$ cat src/rtl/spo256_allophone_feeder.sv
// Buffers CPC speech bytes in a small FIFO and feeds the allophone codes to an
// SPO256-AL2 one at a time. Each load is paced by the chip's LRQ handshake
// and uses a fixed setup / ALD-low / hold timing sequence.
module spo256_allophone_feeder #(
  parameter int FIFO_DEPTH = 4,
  parameter int SETUP_CYC  = 2,
  parameter int ALD_CYC    = 16,
  parameter int HOLD_CYC   = 4
) (
  input  logic                          iCLK,
  input  logic                          iRESET,
  input  logic                          iSPEECH_WRITE,
  input  logic [7:0]                    iCPC_DATA,
  input  logic                          iSPO_ENABLE,
  input  logic                          i_SPO256__LRQ,
  input  logic                          iCLR_OVERRUN,
  output logic [5:0]                    oSPO_ADR,
  output logic                          o_SPO_ALD,
  output logic [$clog2(FIFO_DEPTH):0]   oFIFO_LEVEL,
  output logic                          oFIFO_FULL,
  output logic                          oFIFO_EMPTY,
  output logic                          oBUSY,
  output logic                          oOVERRUN
);
  localparam int PW = $clog2(FIFO_DEPTH);
  localparam int LW = PW + 1;

  typedef enum logic [2:0] {S_IDLE, S_WAIT, S_SETUP, S_STROBE, S_HOLD} state_t;

  logic          r_wr_s1, r_wr_s2, r_wr_s3;
  logic [1:0]    r_wr_prime;
  logic          r_wr_arm;
  logic          r_lrq_s1, r_lrq_s2;
  logic [5:0]    r_mem [FIFO_DEPTH];
  logic [PW-1:0] r_wptr, r_rptr;
  logic [LW-1:0] r_level;
  logic          r_full, r_empty, r_ovr;
  state_t        r_state;
  logic [7:0]    r_cnt;
  logic [5:0]    r_adr;
  logic          r_ald, r_busy;

  logic          w_push, w_pop, w_wr, w_ovf;
  logic [LW-1:0] w_lvl_nxt;
  logic          w_unused;

  // Top two CPC data bits carry no allophone information.
  assign w_unused = ^iCPC_DATA[7:6];

  // Strobe and LRQ synchronisers. The edge detector is only armed once the
  // synchronised strobe has been genuinely seen low after reset, so a strobe
  // that is already high when reset releases does not count as a write.
  always_ff @(posedge iCLK) begin
    if (iRESET) begin
      r_wr_s1    <= 1'b0;
      r_wr_s2    <= 1'b0;
      r_wr_s3    <= 1'b0;
      r_wr_prime <= 2'b00;
      r_wr_arm   <= 1'b0;
      r_lrq_s1   <= 1'b0;
      r_lrq_s2   <= 1'b0;
    end else begin
      r_wr_s1    <= iSPEECH_WRITE;
      r_wr_s2    <= r_wr_s1;
      r_wr_s3    <= r_wr_s2;
      r_wr_prime <= {r_wr_prime[0], 1'b1};
      r_wr_arm   <= r_wr_arm | (r_wr_prime[1] & ~r_wr_s2);
      r_lrq_s1   <= i_SPO256__LRQ;
      r_lrq_s2   <= r_lrq_s1;
    end
  end

  assign w_push = r_wr_s2 & ~r_wr_s3 & r_wr_arm;
  assign w_pop  = (r_state == S_STROBE) && (r_cnt == 8'd0);
  // A push into a full FIFO still lands when the head leaves on the same edge.
  assign w_wr   = w_push & (~r_full | w_pop);
  assign w_ovf  = w_push & r_full & ~w_pop;

  // Next fill level from the accepted push and the pop.
  always_comb begin
    w_lvl_nxt = r_level;
    if (w_wr && !w_pop)      w_lvl_nxt = r_level + LW'(1);
    else if (!w_wr && w_pop) w_lvl_nxt = r_level - LW'(1);
  end

  // FIFO storage; only the six address bits are kept.
  always_ff @(posedge iCLK) begin
    if (w_wr && !iRESET) r_mem[r_wptr] <= iCPC_DATA[5:0];
  end

  // Pointers, level and registered full/empty/overrun flags.
  always_ff @(posedge iCLK) begin
    if (iRESET) begin
      r_wptr  <= '0;
      r_rptr  <= '0;
      r_level <= '0;
      r_full  <= 1'b0;
      r_empty <= 1'b1;
      r_ovr   <= 1'b0;
    end else begin
      if (w_wr)  r_wptr <= r_wptr + PW'(1);
      if (w_pop) r_rptr <= r_rptr + PW'(1);
      r_level <= w_lvl_nxt;
      r_full  <= (w_lvl_nxt == LW'(FIFO_DEPTH));
      r_empty <= (w_lvl_nxt == '0);
      if (w_ovf)             r_ovr <= 1'b1;
      else if (iCLR_OVERRUN) r_ovr <= 1'b0;
    end
  end

  // Load sequencer: wait for LRQ, present the address, pulse ALD, hold.
  always_ff @(posedge iCLK) begin
    if (iRESET) begin
      r_state <= S_IDLE;
      r_cnt   <= 8'd0;
      r_adr   <= 6'd0;
      r_ald   <= 1'b1;
      r_busy  <= 1'b0;
    end else begin
      case (r_state)
        S_IDLE: begin
          r_ald <= 1'b1;
          if (!r_empty && iSPO_ENABLE) begin
            r_state <= S_WAIT;
            r_busy  <= 1'b1;
          end
        end
        S_WAIT: begin
          if (!r_lrq_s2) begin
            r_adr   <= r_mem[r_rptr];
            r_cnt   <= 8'(SETUP_CYC - 1);
            r_state <= S_SETUP;
          end
        end
        S_SETUP: begin
          if (r_cnt == 8'd0) begin
            r_cnt   <= 8'(ALD_CYC - 1);
            r_ald   <= 1'b0;
            r_state <= S_STROBE;
          end else r_cnt <= r_cnt - 8'd1;
        end
        S_STROBE: begin
          if (r_cnt == 8'd0) begin
            r_ald   <= 1'b1;
            r_cnt   <= 8'(HOLD_CYC - 1);
            r_state <= S_HOLD;
          end else r_cnt <= r_cnt - 8'd1;
        end
        S_HOLD: begin
          if (r_cnt == 8'd0) begin
            r_state <= S_IDLE;
            r_busy  <= 1'b0;
          end else r_cnt <= r_cnt - 8'd1;
        end
        default: begin
          r_state <= S_IDLE;
          r_ald   <= 1'b1;
          r_busy  <= 1'b0;
        end
      endcase
    end
  end

  assign oSPO_ADR    = r_adr;
  assign o_SPO_ALD   = r_ald;
  assign oFIFO_LEVEL = r_level;
  assign oFIFO_FULL  = r_full;
  assign oFIFO_EMPTY = r_empty;
  assign oBUSY       = r_busy;
  assign oOVERRUN    = r_ovr;
endmodule

$ cat config.mk
export PLATFORM = sky130hd
export DESIGN_NAME = spo256_allophone_feeder
export DESIGN_NICKNAME = d
export VERILOG_FILES = /design/src/rtl/spo256_allophone_feeder.sv
export SDC_FILE = /design/constraint.sdc
export NUM_CORES = 1
export LEC_CHECK = 0
export ABC_CLOCK_PERIOD_IN_PS = 5200
export CORE_MARGIN = 2
export CORE_UTILIZATION = 60
export DETAILED_ROUTE_END_ITERATION = 8
export MAX_ROUTING_LAYER = met4
export PLACE_DENSITY = 0.84
export SLEW_MARGIN = 10
export SYNTH_ARGS = -nofsm -noshare
export SYNTH_HDL_FRONTEND = slang
export SYNTH_SLANG_ARGS = --single-unit
export TNS_END_PERCENT = 20
$ cat constraint.sdc
create_clock -name iCLK -period 5.2 [get_ports iCLK]
set_input_delay 0.78 -clock iCLK [delete_from_list [all_inputs] [get_ports iCLK]]
set_output_delay 0.78 -clock iCLK [all_outputs]
set_load 0.01 [all_outputs]
== Word-level counts from Yosys, hierarchy flattened ==
Memories as Yosys holds them, arrays and structs flattened. A register that Yosys moved wholly into a read port is not among the register bits.
Cells that the tools add are included.
Word-level totals
  flip-flop bits (word level): 31
  RAM bits: 24
  bits of input ports: 14
  output and inout port bits: 14
  logic and storage cells: 94
  memories kept: 1
Cells by class
  add/sub/neg operators: 5
  equal/unequal tests: 11
  muxes and demuxes: 23
  bitwise operators: 15
  reductions and logical operators: 21
Memories
  r_mem: words 4, bits a word 6, rd ports 1, clocked after Yosys merged registers in 1, wr ports 1, line 34  | logic [5:0] r_mem [FIFO_DEPTH];
Operators with widths (count)
  8-bit 2-to-1 mux: 4
  8-bit one-hot mux with 4 select lines: 1
  3-bit 2-to-1 mux: 7
  3-bit one-hot mux with 5 select lines: 1
  2-bit inequality test, second input constant: 5
  3-bit AND reduction: 3
  8-bit zero test: 1
  1-bit 2-to-1 mux: 8
  8-bit by 1-bit subtractor with 8-bit output, second input constant: 1
  1-bit inverter: 7
  1-bit bitwise AND: 6
  3-bit by 2-bit equality test with 1-bit output, second input constant: 2
  3-bit equality test, second input constant: 2
  3-bit zero test: 2
  1-bit one-hot mux with 3 select lines: 2
  1-bit logical AND: 5
  5-bit AND reduction: 1
  2-bit by 1-bit adder with 2-bit output, second input constant: 2
  1-bit zero test: 4
  4-bit nonzero test: 1
  3-bit by 1-bit adder with 3-bit output, second input constant: 1
  3-bit by 1-bit equality test with 1-bit output, second input constant: 1
  3-bit OR reduction: 1
  3-bit by 1-bit subtractor with 3-bit output, second input constant: 1
  other kinds (5): 6

== Longest topological paths before layout ==
  depth after elaboration: 9
  depth in mapped cells: 7
  mapped depth without buffers: 7

== Worst setup path after synthesis ==
Ideal clock, no wire load.
  path type: register -> register
  start point: register r_cnt[0]
  end point: memory r_mem[0][0] (enable)
  library setup time: 320 ps
  data arrival time: 2028 ps
  data required time: 4880 ps
  path slack: 2852 ps
  cell stages (with the launch flop): 8
  path buffers: 0
  clock period less this slack: 2348 ps
  path through: dfxtp_1 -> inv_1 -> ha_1 -> or3b_2 -> or3_4 -> a21o_1 -> nor2_2 -> and2_1
On the way
  cells in the longest elaborated chain, start to end: 7
RTL lines
  from (decl): line 39  | logic [7:0] r_cnt;
  from (signal assigned): line 131  | r_cnt <= 8'(SETUP_CYC - 1);
  from (signal assigned): line 137  | r_cnt <= 8'(ALD_CYC - 1);
  from (signal assigned): line 140  | end else r_cnt <= r_cnt - 8'd1;
  8-bit zero test: line 74  | assign w_pop = (r_state == S_STROBE) && (r_cnt == 8'd0);
  1-bit logical AND: line 74
  1-bit bitwise OR: line 76  | assign w_wr = w_push & (~r_full | w_pop);
  1-bit bitwise AND: line 76
  1-bit logical AND: line 88  | if (w_wr && !iRESET) r_mem[r_wptr] <= iCPC_DATA[5:0];
  1-bit 2-to-1 mux: line 88
  1-bit 2-to-1 mux (not written as such): line 88
  to (decl): line 34
Every way passes these cells.

== Final worst setup path ==
  start point: register r_cnt[0]
  end point: memory r_mem[1][0] (enable)
Same word-level chain as after synthesis.

==> out/results.ini <==
[clocking]
cts_max_path_buffers=2
cts-resized-gates=0
cts_buffers=9
postCtsHoldBufs=0
clk_pin_slew_worst_paths_ns=0.06
htree_levels=3
cts.sinks=61
cts_tree=yes
insertion_delay_ns=0.34
root_buffer=clkbuf_8
cts_setup_buffers=0

[route]
ant_nets=0
drt-total-wl_microns=5020
dr.pass1.iters=4
viasPerCell=5.67
drtIter0Drc=163
route.vias.total=1881
remaining_drc_errors=0
wl_per_cell_microns=15.1

[min_path]
worstHoldStart=r_wr_s1$_SDFF_PP0_
whs_path_depth=1
hold_path.class=register to register
min_to=r_wr_s2$_SDFF_PP0_

[final_layout]
syn_to_final_growth_pct=16.8
insertedDiodeCount=0
nNetsFinal=297
drive_gt1_frac=0.104

[grt]
antenna_found_initial=0
overflow=0
grt_max_degree=32
grt_pass1_wl_microns=8460
grt_pass1_vias=1793
grt_use_total=0.231

[logic_synthesis]
synth-seq-cells=61
synth_most_common_cell=dfxtp_1
netlist_top_cells_count=dfxtp_1 (37), nor2_1 (26), edfxtp_1 (24)
syn-instance-count=247
synth_area_sq_um=2650
syn_avg_cell_area_sq_um=10.7
synth.top_cells.by_area=dfxtp_1 (28%), edfxtp_1 (27%), mux4_2 (5.1%)
yosysTopAreaCell=dfxtp_1
synth_fp_nets=269
synth_ff_type=dfxtp_1
synthArstFlopShare=0
ys_warn_count=0
ys_seq_area_frac=0.552
synth_top_area_share=0.280
synth_edf_count=24
yosys.cell_types.count=45

[setup_path]
worstSetupPathType=register to register
critPathLaunchType=register
crit_slowest_cell=or3b_2
critPathCaptureType=register
path_buf_inv=1
rr_worst_depth=7
max_stage_delay_ns=0.50
crit_chain=inv_1, ha_1, or3b_2, or3_4, a21o_1, nor2_2, and2_1
required_ns=5.20
timing.rr.start=r_cnt[0]$_SDFFE_PP0P_
r2r_end=r_mem[1][0]$_DFFE_PP_
path_max_fanout=6
crit_arrival_ns=2.66
r2r_slack_ns=2.54
critPathTopFamily=simple AND/OR/NAND/NOR gates

[die]
die_area_sq_um=4960
core.rowCount=24
core_area_sq_um=4290
num_io_pins=28
die_w_microns=70.4
die_height_microns=70.4
start_util=0.616

[pwr]
switching_power_mw=0.451
leakagePower_nw=1.10
power_frac_comb=0.284
power.density_nw_per_um2=424
vdd.ir_drop.worst_mv=0.220
clock_power_share=0.266
switching_share=0.344
power_frac_seq=0.450
p_int_mw=0.860

[sta]
timing.hold.ws_ns=0.437
fmax_ghz=0.376
maxSlewViolCount=0
slew_headroom=0.476
fin_tns_setup_ns=0
min_period_over_period=0.511
fin_skew_ns=0.00529
setup_viol=0
fin_crit_ns=2.66
hold_violations=0
grt_setup_unrepaired=false
worst_pin_slew_ns=0.780

[place]
port_buffers=25
gp_congestion=0.893
dp_hpwl_microns=3450

[run]
maxCapViolCount=0

[outcome]
status=finished clean

metal layers:
metal  share of wire  routed length [microns]  up-vias  track usage
met5               0                        0        -            -
met4           0.021                      103        0        0.128
met3           0.042                      210        9       0.0505
met2            0.50                     2480       45        0.344
met1            0.44                     2220      894        0.295
li1                -                        -      933            -
through the flow:
step                setup WS (ns)  instances  total power, mW  utilization  cell area [sq um]
floorplan                    2.85        247            0.857            -               2650
global placement             2.63        316            0.952        0.683               2930
detailed placement           2.57        316            0.963        0.683               2930
CTS                          2.53        332             1.31        0.720               3090
global route                 2.41        332             1.38        0.720               3090
finish                       2.54        332             1.31        0.720               3090
how the worst max path moves through the flow:
stage	endpoint	depth (start not counted)	start	slack (ns)
after floorplan	r_mem[0][0]$_DFFE_PP_	7	r_cnt[0]$_SDFFE_PP0P_	2.85
after global placement	r_mem[1][1]$_DFFE_PP_	7	r_cnt[0]$_SDFFE_PP0P_	2.63
after detailed placement	r_mem[1][3]$_DFFE_PP_	7	r_cnt[0]$_SDFFE_PP0P_	2.57
after CTS	r_mem[1][0]$_DFFE_PP_	7	r_cnt[0]$_SDFFE_PP0P_	2.53
after global routing	r_mem[1][1]$_DFFE_PP_	7	r_cnt[0]$_SDFFE_PP0P_	2.41
final	r_mem[1][0]$_DFFE_PP_	7	r_cnt[0]$_SDFFE_PP0P_	2.54
sequential cells by signal (all words and copies together) (netlist names), 2 cells and up:
name         cells
r_mem           24
r_rptr           2
oSPO_ADR         6
r_wr_prime       2
r_wptr           2
r_state          3
r_cnt            8
oFIFO_LEVEL      3
placed cells by master, fill, tap and decap left out, drive strengths merged, types with 3 or more instances in the layout:
cell / n
a21oi: 20
nand2: 19
mux4: 6
o211ai: 3
nand2b: 3
nor2: 27
xor2: 4
nand3b: 3
o21ai: 11
nor2b: 7
nor3: 5
or4: 3
edfxtp: 24
and2: 5
nand3: 10
ha: 8
clkinv: 4
clkdlybuf4s50: 25
dfxtp: 37
inv: 16
xnor2: 4
clkbuf: 11
nor4: 3
cells by family after synthesis:
logic type | count (synthesis) | share of synthesized area
AND/OR/NAND/NOR | 93 | 0.186
flip-flops | 61 | 0.552
AO/OA/AOI/OAI | 45 | 0.106
buffers and inverters | 25 | 0.0369
XOR/XNOR | 8 | 0.0265
adder cells (fa/ha/maj) | 8 | 0.0378
multiplexers | 7 | 0.0548
power by group through the flow:
| stage | Clock, mW | Combinational (mW) | Sequential [mW] |
|---|---|---|---|
| after detailed placement | 0 | 0.364 | 0.599 |
| after global placement | 0 | 0.356 | 0.596 |
| final | 0.348 | 0.372 | 0.590 |
| after CTS | 0.354 | 0.368 | 0.589 |
| after floorplan | 0 | 0.272 | 0.585 |
| after global routing | 0.369 | 0.416 | 0.597 |
area by class of cell:
type / instances / area (sq um)
Clock buffer: 11 / 131
Inverter: 16 / 60.1
Timing Repair Buffer: 26 / 258
Clock inverter: 5 / 27.5
Tap cell: 52 / 65.1
Fill cell: 301 / 1200
Sequential cell: 61 / 1460
Multi-Input combinational cell: 161 / 1090
No activity file was read; power rests on OpenSTA's default activity.
